**src/rtl/uart_pkg.sv**
```systemverilog
// uart_pkg: definitions shared by the UART receiver and transmitter.
//   clks_per_bit() - bit period in clk cycles for a given clock and baud rate
//   half_bit()     - counter value that marks the middle of a bit period
//   rx_state_t     - receiver FSM states
//   FRAME_*        - 8N1 frame layout, shared with uart_tx
package uart_pkg;

  localparam int DEF_CLK_FREQ = 100_000_000;
  localparam int DEF_BAUD_RATE = 115200;

  localparam int FRAME_START_BITS = 1;
  localparam int FRAME_DATA_BITS = 8;
  localparam int FRAME_STOP_BITS = 1;
  localparam int FRAME_BITS = FRAME_START_BITS + FRAME_DATA_BITS + FRAME_STOP_BITS;

  function automatic int clks_per_bit(input int clk_freq, input int baud_rate);
    return clk_freq / baud_rate;
  endfunction

  function automatic int half_bit(input int cpb);
    return cpb / 2;
  endfunction

  localparam int CLKS_PER_BIT = clks_per_bit(DEF_CLK_FREQ, DEF_BAUD_RATE);

  typedef enum logic [2:0] {
    IDLE,
    START,
    DATA,
    STOP,
    BREAK
  } rx_state_t;

endpackage

```
**src/rtl/uart_baud_cnt.sv**
```systemverilog
// uart_baud_cnt: bit-period counter, counts 0..CLKS_PER_BIT-1 and wraps.
//   clk, rst   - clock, asynchronous active-high reset
//   clr        - holds the counter at 0 (phase realignment)
//   half_tick  - counter is at the half-bit point
//   full_tick  - counter is at its last value; next cycle it wraps to 0
module uart_baud_cnt
  import uart_pkg::*;
#(
  parameter int CLKS_PER_BIT = uart_pkg::CLKS_PER_BIT
) (
  input  logic clk,
  input  logic rst,
  input  logic clr,
  output logic half_tick,
  output logic full_tick
);

  localparam int CNT_W = (CLKS_PER_BIT > 2) ? $clog2(CLKS_PER_BIT) : 1;
  localparam logic [CNT_W-1:0] HALF = CNT_W'(half_bit(CLKS_PER_BIT));
  localparam logic [CNT_W-1:0] LAST = CNT_W'(CLKS_PER_BIT - 1);

  logic [CNT_W-1:0] cnt_q, cnt_d;

  always_comb begin
    cnt_d = cnt_q + 1'b1;
    if (clr || cnt_q == LAST) begin
      cnt_d = '0;
    end
  end

  always_ff @(posedge clk or posedge rst) begin
    if (rst) begin
      cnt_q <= '0;
    end else begin
      cnt_q <= cnt_d;
    end
  end

  assign half_tick = (cnt_q == HALF);
  assign full_tick = (cnt_q == LAST);

endmodule

```
**src/rtl/uart_rx.sv**
```systemverilog
// uart_rx: 8N1 UART receiver with a one-word valid/ready output buffer.
//   clk, rst         - clock, asynchronous active-high reset
//   rx_sig           - serial line, idle high, asynchronous to clk
//   data_to_host     - received word (stable while valid_to_host)
//   valid_to_host    - data_to_host holds an unconsumed word
//   ready_from_host  - host accepts the word when valid && ready
//   frame_err        - one-cycle pulse: stop bit sampled low
//   overrun          - one-cycle pulse: good word dropped, buffer was full
//   busy             - FSM is not in IDLE
//
// state | meaning
// IDLE  | waiting for a falling edge on the synchronised line
// START | checking the start bit at its middle
// DATA  | sampling data bits mid-bit, LSB first
// STOP  | sampling the stop bit, delivering or dropping the word
// BREAK | stop bit was low; waiting for the line to return high
module uart_rx
  import uart_pkg::*;
#(
  parameter int DATA_WIDTH = 8,
  parameter int BAUD_RATE = 115200,
  parameter int CLK_FREQ = 100_000_000
) (
  input  logic                  clk,
  input  logic                  rst,
  input  logic                  rx_sig,
  output logic [DATA_WIDTH-1:0] data_to_host,
  output logic                  valid_to_host,
  input  logic                  ready_from_host,
  output logic                  frame_err,
  output logic                  overrun,
  output logic                  busy
);

  localparam int CPB = clks_per_bit(CLK_FREQ, BAUD_RATE);
  localparam int IDX_W = (DATA_WIDTH > 1) ? $clog2(DATA_WIDTH) : 1;
  localparam logic [IDX_W-1:0] LAST_IDX = IDX_W'(DATA_WIDTH - 1);

  logic sync1_q, sync2_q, prev_q;
  logic rx_s, rx_fall;

  rx_state_t state_q, state_d;
  logic [IDX_W-1:0] bit_idx_q, bit_idx_d;
  logic [DATA_WIDTH-1:0] shift_q, shift_d;
  logic [DATA_WIDTH-1:0] data_q, data_d;
  logic valid_q, valid_d;
  logic frame_err_q, frame_err_d;
  logic overrun_q, overrun_d;
  logic [DATA_WIDTH:0] shift_cat;

  logic cnt_clr, half_tick, full_tick;

  uart_baud_cnt #(
    .CLKS_PER_BIT(CPB)
  ) u_baud_cnt (
    .clk      (clk),
    .rst      (rst),
    .clr      (cnt_clr),
    .half_tick(half_tick),
    .full_tick(full_tick)
  );

  assign rx_s = sync2_q;
  assign rx_fall = prev_q & ~sync2_q;
  assign shift_cat = {rx_s, shift_q};

  always_comb begin
    state_d = state_q;
    bit_idx_d = bit_idx_q;
    shift_d = shift_q;
    data_d = data_q;
    // an accept empties the buffer unless a new word lands in the same cycle
    valid_d = valid_q & ~ready_from_host;
    frame_err_d = 1'b0;
    overrun_d = 1'b0;
    cnt_clr = 1'b0;

    case (state_q)
      IDLE: begin
        cnt_clr = 1'b1;
        if (rx_fall) begin
          state_d = START;
        end
      end
      START: begin
        if (half_tick) begin
          if (rx_s) begin
            state_d = IDLE;
          end else begin
            // restart the count here so later full_ticks land mid-bit
            cnt_clr = 1'b1;
            bit_idx_d = '0;
            state_d = DATA;
          end
        end
      end
      DATA: begin
        if (full_tick) begin
          shift_d = shift_cat[DATA_WIDTH:1];
          if (bit_idx_q == LAST_IDX) begin
            state_d = STOP;
          end else begin
            bit_idx_d = bit_idx_q + 1'b1;
          end
        end
      end
      STOP: begin
        if (full_tick) begin
          if (rx_s) begin
            if (!valid_q || ready_from_host) begin
              data_d = shift_q;
              valid_d = 1'b1;
            end else begin
              overrun_d = 1'b1;
            end
            state_d = IDLE;
          end else begin
            frame_err_d = 1'b1;
            state_d = BREAK;
          end
        end
      end
      BREAK: begin
        cnt_clr = 1'b1;
        if (rx_s) begin
          state_d = IDLE;
        end
      end
      default: begin
        state_d = IDLE;
      end
    endcase
  end

  always_ff @(posedge clk or posedge rst) begin
    if (rst) begin
      sync1_q <= 1'b1;
      sync2_q <= 1'b1;
      prev_q <= 1'b1;
      state_q <= IDLE;
      bit_idx_q <= '0;
      shift_q <= '0;
      data_q <= '0;
      valid_q <= 1'b0;
      frame_err_q <= 1'b0;
      overrun_q <= 1'b0;
    end else begin
      sync1_q <= rx_sig;
      sync2_q <= sync1_q;
      prev_q <= sync2_q;
      state_q <= state_d;
      bit_idx_q <= bit_idx_d;
      shift_q <= shift_d;
      data_q <= data_d;
      valid_q <= valid_d;
      frame_err_q <= frame_err_d;
      overrun_q <= overrun_d;
    end
  end

  assign data_to_host = data_q;
  assign valid_to_host = valid_q;
  assign frame_err = frame_err_q;
  assign overrun = overrun_q;
  assign busy = (state_q != IDLE);

endmodule

```
**config.mk**
```make
export PLATFORM = sky130hd
export DESIGN_NAME = uart_rx
export DESIGN_NICKNAME = d
export VERILOG_FILES = /design/src/rtl/uart_pkg.sv /design/src/rtl/uart_baud_cnt.sv /design/src/rtl/uart_rx.sv
export SDC_FILE = /design/constraint.sdc
export NUM_CORES = 1
export LEC_CHECK = 0
export BUFFER_PORTS_ARGS = -buffer_cell sky130_fd_sc_hd__buf_2
export CAP_MARGIN = 20
export CORE_ASPECT_RATIO = 1.5
export CORE_MARGIN = 5
export CORE_UTILIZATION = 56
export DETAILED_ROUTE_END_ITERATION = 12
export PLACE_DENSITY = 0.81
export SLEW_MARGIN = 40
export SYNTH_ARGS = -nofsm -noshare
export SYNTH_HDL_FRONTEND = slang
export SYNTH_SLANG_ARGS = --single-unit
```
**constraint.sdc**
```tcl
create_clock -name clk -period 2.6 [get_ports clk]
set_input_delay 0.26 -clock clk [delete_from_list [all_inputs] [get_ports clk]]
set_output_delay 0.26 -clock clk [all_outputs]
set_load 0.05 [all_outputs]
```
# Word-level counts from Yosys, hierarchy flattened
# Cells that the tools add are included.
# Widths: inputs -> output; s select.
[word_totals]
register_bits = 38
elab_cells = 71
inputBits = 4
[op_classes]
eq_ne = 15
addsub = 2
mux = 28
reduce_logical = 11
bitwise_logic = 4
[op_table]
columns = ["op", "n"]
rows = [
  ["$mux 3", 11],
  ["$ne 2x2->1 const B", 8],
  ["$pmux 3 s5", 1],
  ["$mux 1", 12],
  ["$add 10x1->10 const B", 1],
  ["$eq 10x10->1 const B", 1],
  ["$eq 10x9->1 const B", 1],
  ["$mux 10", 1],
  ["$eq 3x2->1 const B", 2],
  ["$eq 3x3->1 const B", 2],
  ["$pmux 3 s2", 1],
  ["$reduce_and 6->1", 1],
  ["$reduce_and 5->1", 1],
  ["$reduce_and 4->1", 1],
  ["$add 3x1->3 const B", 1],
  ["$eq 3x1->1 const B", 1],
  ["$logic_not 3->1", 1],
  ["$reduce_bool 3->1", 1],
  ["$and 1x1->1", 2],
  ["$logic_or 1x1->1", 2],
  ["$mux 2", 1],
  ["$not 1->1", 2],
  ["$pmux 1 s2", 1],
  ["$reduce_and 2->1", 1],
  ["other kinds (3)", 3],
]

# Depth between registers and ports, before layout
[depth]
ltp_word = 6
mapped_depth = 7
mapped_depth_nobuf = 6

# Hierarchy
# A second synthesis with hierarchy kept.
[unflattened]
hier_cells = 137
area_unflattened_um2 = 1699.1
[modules_own_cells]
columns = ["mod", "area_each_um2", "cells_per_inst", "seq_area_each_um2", "n_inst"]
rows = [
  ["uart_rx", 1178.6, 82, 704.4, 1],
  ["uart_baud_cnt", 520.5, 55, 250.2, 1],
]

# Worst setup path before layout
# Ideal clock, no wire load.
[synth_path]
path_type = "register to register"
start = "reg u_baud_cnt.cnt_q[3]"
end = "reg bit_idx_q[0]"
path_stages_with_launch = 5
slack_ns = 0.654
arrival_time_ns = 1.821
period_less_slack_ns = 1.946
t_required_ns = 2.475
cell_sequence = "dfrtp_1 -> or3b_4 -> or3_1 -> a221o_1 -> mux2_4"
[synth_via]
elab_chain_len = 3
word_cells_on_any_way = 5
[synth_lines]
columns = ["element", "line", "source"]
rows = [
  ["start, declared", "uart_baud_cnt.sv:22", "logic [CNT_W-1:0] cnt_q, cnt_d;"],
  ["start signal, assigned", "uart_baud_cnt.sv:35", "cnt_q <= cnt_d;"],
  ["$eq 10x10->1 or $eq 10x9->1 (tied branches)", "uart_baud_cnt.sv:40, uart_baud_cnt.sv:39", ""],
  ["$ne 2x2->1 (no line)", "-", ""],
  ["$reduce_and 5->1 (no line) *", "-", ""],
  ["end signal, assigned", "uart_rx.sv:152", "bit_idx_q <= bit_idx_d;"],
  ["end, declared", "uart_rx.sv:43", "logic [IDX_W-1:0] bit_idx_q, bit_idx_d;"],
]
# Mark *: on every way between the ends. The rest lies on a longest branch, timed or not.
# A chain may end at the register's enable or synchronous reset.

# Worst setup path after layout
[layout_path]
start = "reg state_q[1]"
end = "reg shift_q[3]"
[layout_via]
elab_chain_len = 2
[layout_lines]
columns = ["element", "line", "source"]
rows = [
  ["start, declared", "uart_rx.sv:42", "rx_state_t state_q, state_d;"],
  ["start signal, assigned", "uart_rx.sv:151", "state_q <= state_d;"],
  ["$eq 3x2->1", "uart_rx.sv:78", "case (state_q)"],
  ["$reduce_and 2->1 (no line)", "-", ""],
  ["end signal, assigned", "uart_rx.sv:153", "shift_q <= shift_d;"],
  ["end, declared", "uart_rx.sv:44", "logic [DATA_WIDTH-1:0] shift_q, shift_d;"],
]
# Every way passes these cells.

==> metrics.yaml <==
status:
  status: "completed"
grt:
  grt_use_total_pct: 15.96
  grt_remaining_overflow: 0
  antenna_found_initial: 0
  grt_pass1_vias: 1188
  grt_max_degree: 39
  grt_pass1_wl_um: 5485
setup_path:
  timing.rr.end: "shift_q[3]"
  crit_path_start: "state_q[1]"
  path_class: "reg -> reg"
  path_max_fanout: 13
  crit_required_ps: 2770
  endpoint_kind: "flop"
  path_cells: "or3b_2, nor4_4, mux2_2"
  path_depth: 3
  crit_arrival_ps: 2350
  reg2reg_slack_ps: 420
  critPathTopFamily: "simple AND/OR/NAND/NOR gates"
  critPathBufInv: 0
  start_kind: "flop"
  cpPeakStageDelay_ps: 590
  timing.rr.start: "state_q[1]"
  cpMaxStageDelayCell: "nor4_4"
  rr_worst_depth: 3
clock_network:
  cts.repair.resized: 0
  cts_tree: "done"
  post_cts_buffers: 0
  path_clk_slew_ps: 70
  clkSinkCount: 38
  hold_buffers: 0
  cts-htree-levels: 2
  insertion_delay_ps: 280
  numCtsBuffers: 5
  cts_buffer_depth: 2
  cts_root_buf: "clkbuf_8"
die:
  die-width_um: 55.49
  initial_core_util_pct: 59.06
  die_area_um2: 4341
  rows: 24
  die_h_um: 78.23
  io_pins: 16
  core_area_um2: 2943
drt:
  first_iter_violations: 18
  first_pass_iters: 4
  ant_nets: 0
  via_count: 1111
  drc_errors: 0
  drt-total-wl_um: 3100
  wl_per_cell_um: 15.98
  vias_per_cell: 5.727
hold_path:
  min-delay-path-class: "in -> reg"
  holdPathEnd: "sync1_q"
  hold_path_depth: 1
  hold_start: "rx_sig"
synth:
  synthCells: 136
  synth_top_family_by_area: "simple AND/OR/NAND/NOR gates"
  synth.distinct_cells: 42
  yosysWarnings: 0
  synthAdderAreaFrac_pct: 2.880
  syn_avg_cell_area_um2: 12.78
  synthesis.area_um2: 1738
  ys_ff_latch: 38
  syn_nets: 144
  yosysSeqAreaShare_pct: 54.93
  synth_compound_area_share_pct: 6.263
  synthSimpleGateAreaFrac_pct: 18.93
  synth-xor-area-share_pct: 4.032
  synth_ff_type: "dfrtp_1"
  synth_edf_count: 0
  async_flop_share_pct: 100.0
  synthMuxAreaShare_pct: 11.23
power_and_ir_drop:
  switching_share_pct: 28.55
  combPwrFrac_pct: 14.9
  power_density_nw_per_um2: 667.6
  ir_drop_mv: 0.5149
  seqPwrFrac_pct: 55.9
  p_clk_share_pct: 29.2
  p_leak_nw: 0.9850
  internal-power_mw: 0.9222
  switchingPower_mw: 0.3684
finish:
  drive_gt1_share_pct: 33.55
  diodes: 0
  layout.nets: 162
  area.growth.synth_to_final_pct: 11.23
  fill_cells: 248
sta:
  finalHoldViolCount: 0
  period_needed_ps: 2178
  setup_violations: 0
  finalCritPeriodShare_pct: 83.79
  setup_tns_ps: 0
  rsz0062_at_grt: "false"
  skew_ps: 6.098
  max_freq_mhz: 459.0
  setup_ws_ps: 421.6
  slew_viol_final: 0
  worst_pin_slew_ps: 575.6
  relSlewSlack_pct: 61.34
placement:
  place_congestion: 0.8545
  hpwl_um: 2302
  dp_slack_ps: 445.5
  port_buffers: 15
run:
  drv_cap: 0
==> final cells by class <==
type / instances / area, µm² / area share (%)
multi-input cells: 90 / 753.2 / 38.96
flip-flops and latches: 38 / 954.7 / 49.39
well taps: 39 / 48.80 / 2.524
clock buffers: 6 / 72.57 / 3.754
clock inverters: 2 / 10.01 / 0.5178
repair buffers: 16 / 82.58 / 4.272
inverters: 3 / 11.26 / 0.5825
==> power groups by stage <==
stage	Sequential, mW	Combinational [mW]	Clock, mW
final	0.721	0.193	0.377
after CTS	0.721	0.197	0.393
after detailed placement	0.732	0.196	0
after global routing	0.734	0.215	0.416
after global placement	0.727	0.184	0
after floorplan	0.712	0.162	0
==> stage by stage <==
step	area (µm²)	hold slack (ps)	util (%)	total power [mW]	instances
3_5_place_dp	1851	347.0	62.88	0.9281	186
5_1_grt	1933	48.02	65.69	1.365	194
2_1_floorplan	1738	264.5	-	0.8744	136
3_3_place_gp	1851	346.4	62.88	0.9113	186
4_1_cts	1933	55.66	65.69	1.311	194
6_report	1933	66.12	65.69	1.291	194
==> state kept, by name (all words and copies together), names as in the netlist <==
signal / count
valid_to_host: 1
bit_idx_q: 3
u_baud_cnt.cnt_q: 10
frame_err: 1
state_q: 3
overrun: 1
prev_q: 1
rx_s: 1
data_to_host: 8
shift_q: 8
sync1_q: 1
==> Yosys cell counts (2+ instances only) <==
cell type / instances / area, µm²
a22o_1: 2 / 17.52
a311oi_1: 3 / 26.28
clkbuf_1: 4 / 15.01
dfrtp_1: 35 / 875.8
dfstp_2: 3 / 78.83
ha_1: 4 / 50.05
inv_1: 3 / 11.26
mux2_2: 16 / 180.2
nand2_1: 4 / 15.01
nand3_1: 4 / 20.02
nand4_1: 2 / 12.51
nor2_1: 14 / 52.55
nor2b_1: 2 / 12.51
nor3b_1: 2 / 15.01
nor4b_1: 3 / 26.28
or3_1: 3 / 18.77
xnor2_1: 2 / 17.52
xor2_1: 6 / 52.55
==> cell families after synthesis <==
logic type	count (synthesis)
and+or+nand+nor	48
DFF	38
muxes	17
AOI/OAI and AO/OA	13
xor gates and xnor gates	8
buffers and inverters	8
adders and majority gates	4
==> placed cells by master, fill, tap and decap left out, drive strengths merged, types with 3 or more instances in the layout <==
cell type / Yosys / routed
inv: 3 / 3
buf: 1 / 16
nor4b: 3 / 3
nor2: 14 / 14
dfrtp: 35 / 35
or3: 3 / 3
nand3: 4 / 4
clkbuf: 4 / 6
xor2: 6 / 6
ha: 4 / 4
mux2: 17 / 17
nand2: 4 / 4
dfstp: 3 / 3
a311oi: 3 / 3
==> worst max-delay path by stage <==
stage          slack, ps           end
2_1_floorplan        650  bit_idx_q[0]
3_3_place_gp         500    shift_q[4]
3_5_place_dp         450    shift_q[2]
4_1_cts              430    shift_q[3]
5_1_grt              310    shift_q[7]
6_report             420    shift_q[3]
==> per-layer routing <==
metal | vias up | routed length (µm) | GRT usage, %
met4 | 0 | 76 | 6.813
met5 | - | 0 | 0
li1 | 531 | - | -
met3 | 8 | 98 | 5.419
met2 | 20 | 1683 | 28.08
met1 | 552 | 1241 | 17.34
No activity file was read; power rests on OpenSTA's default activity.
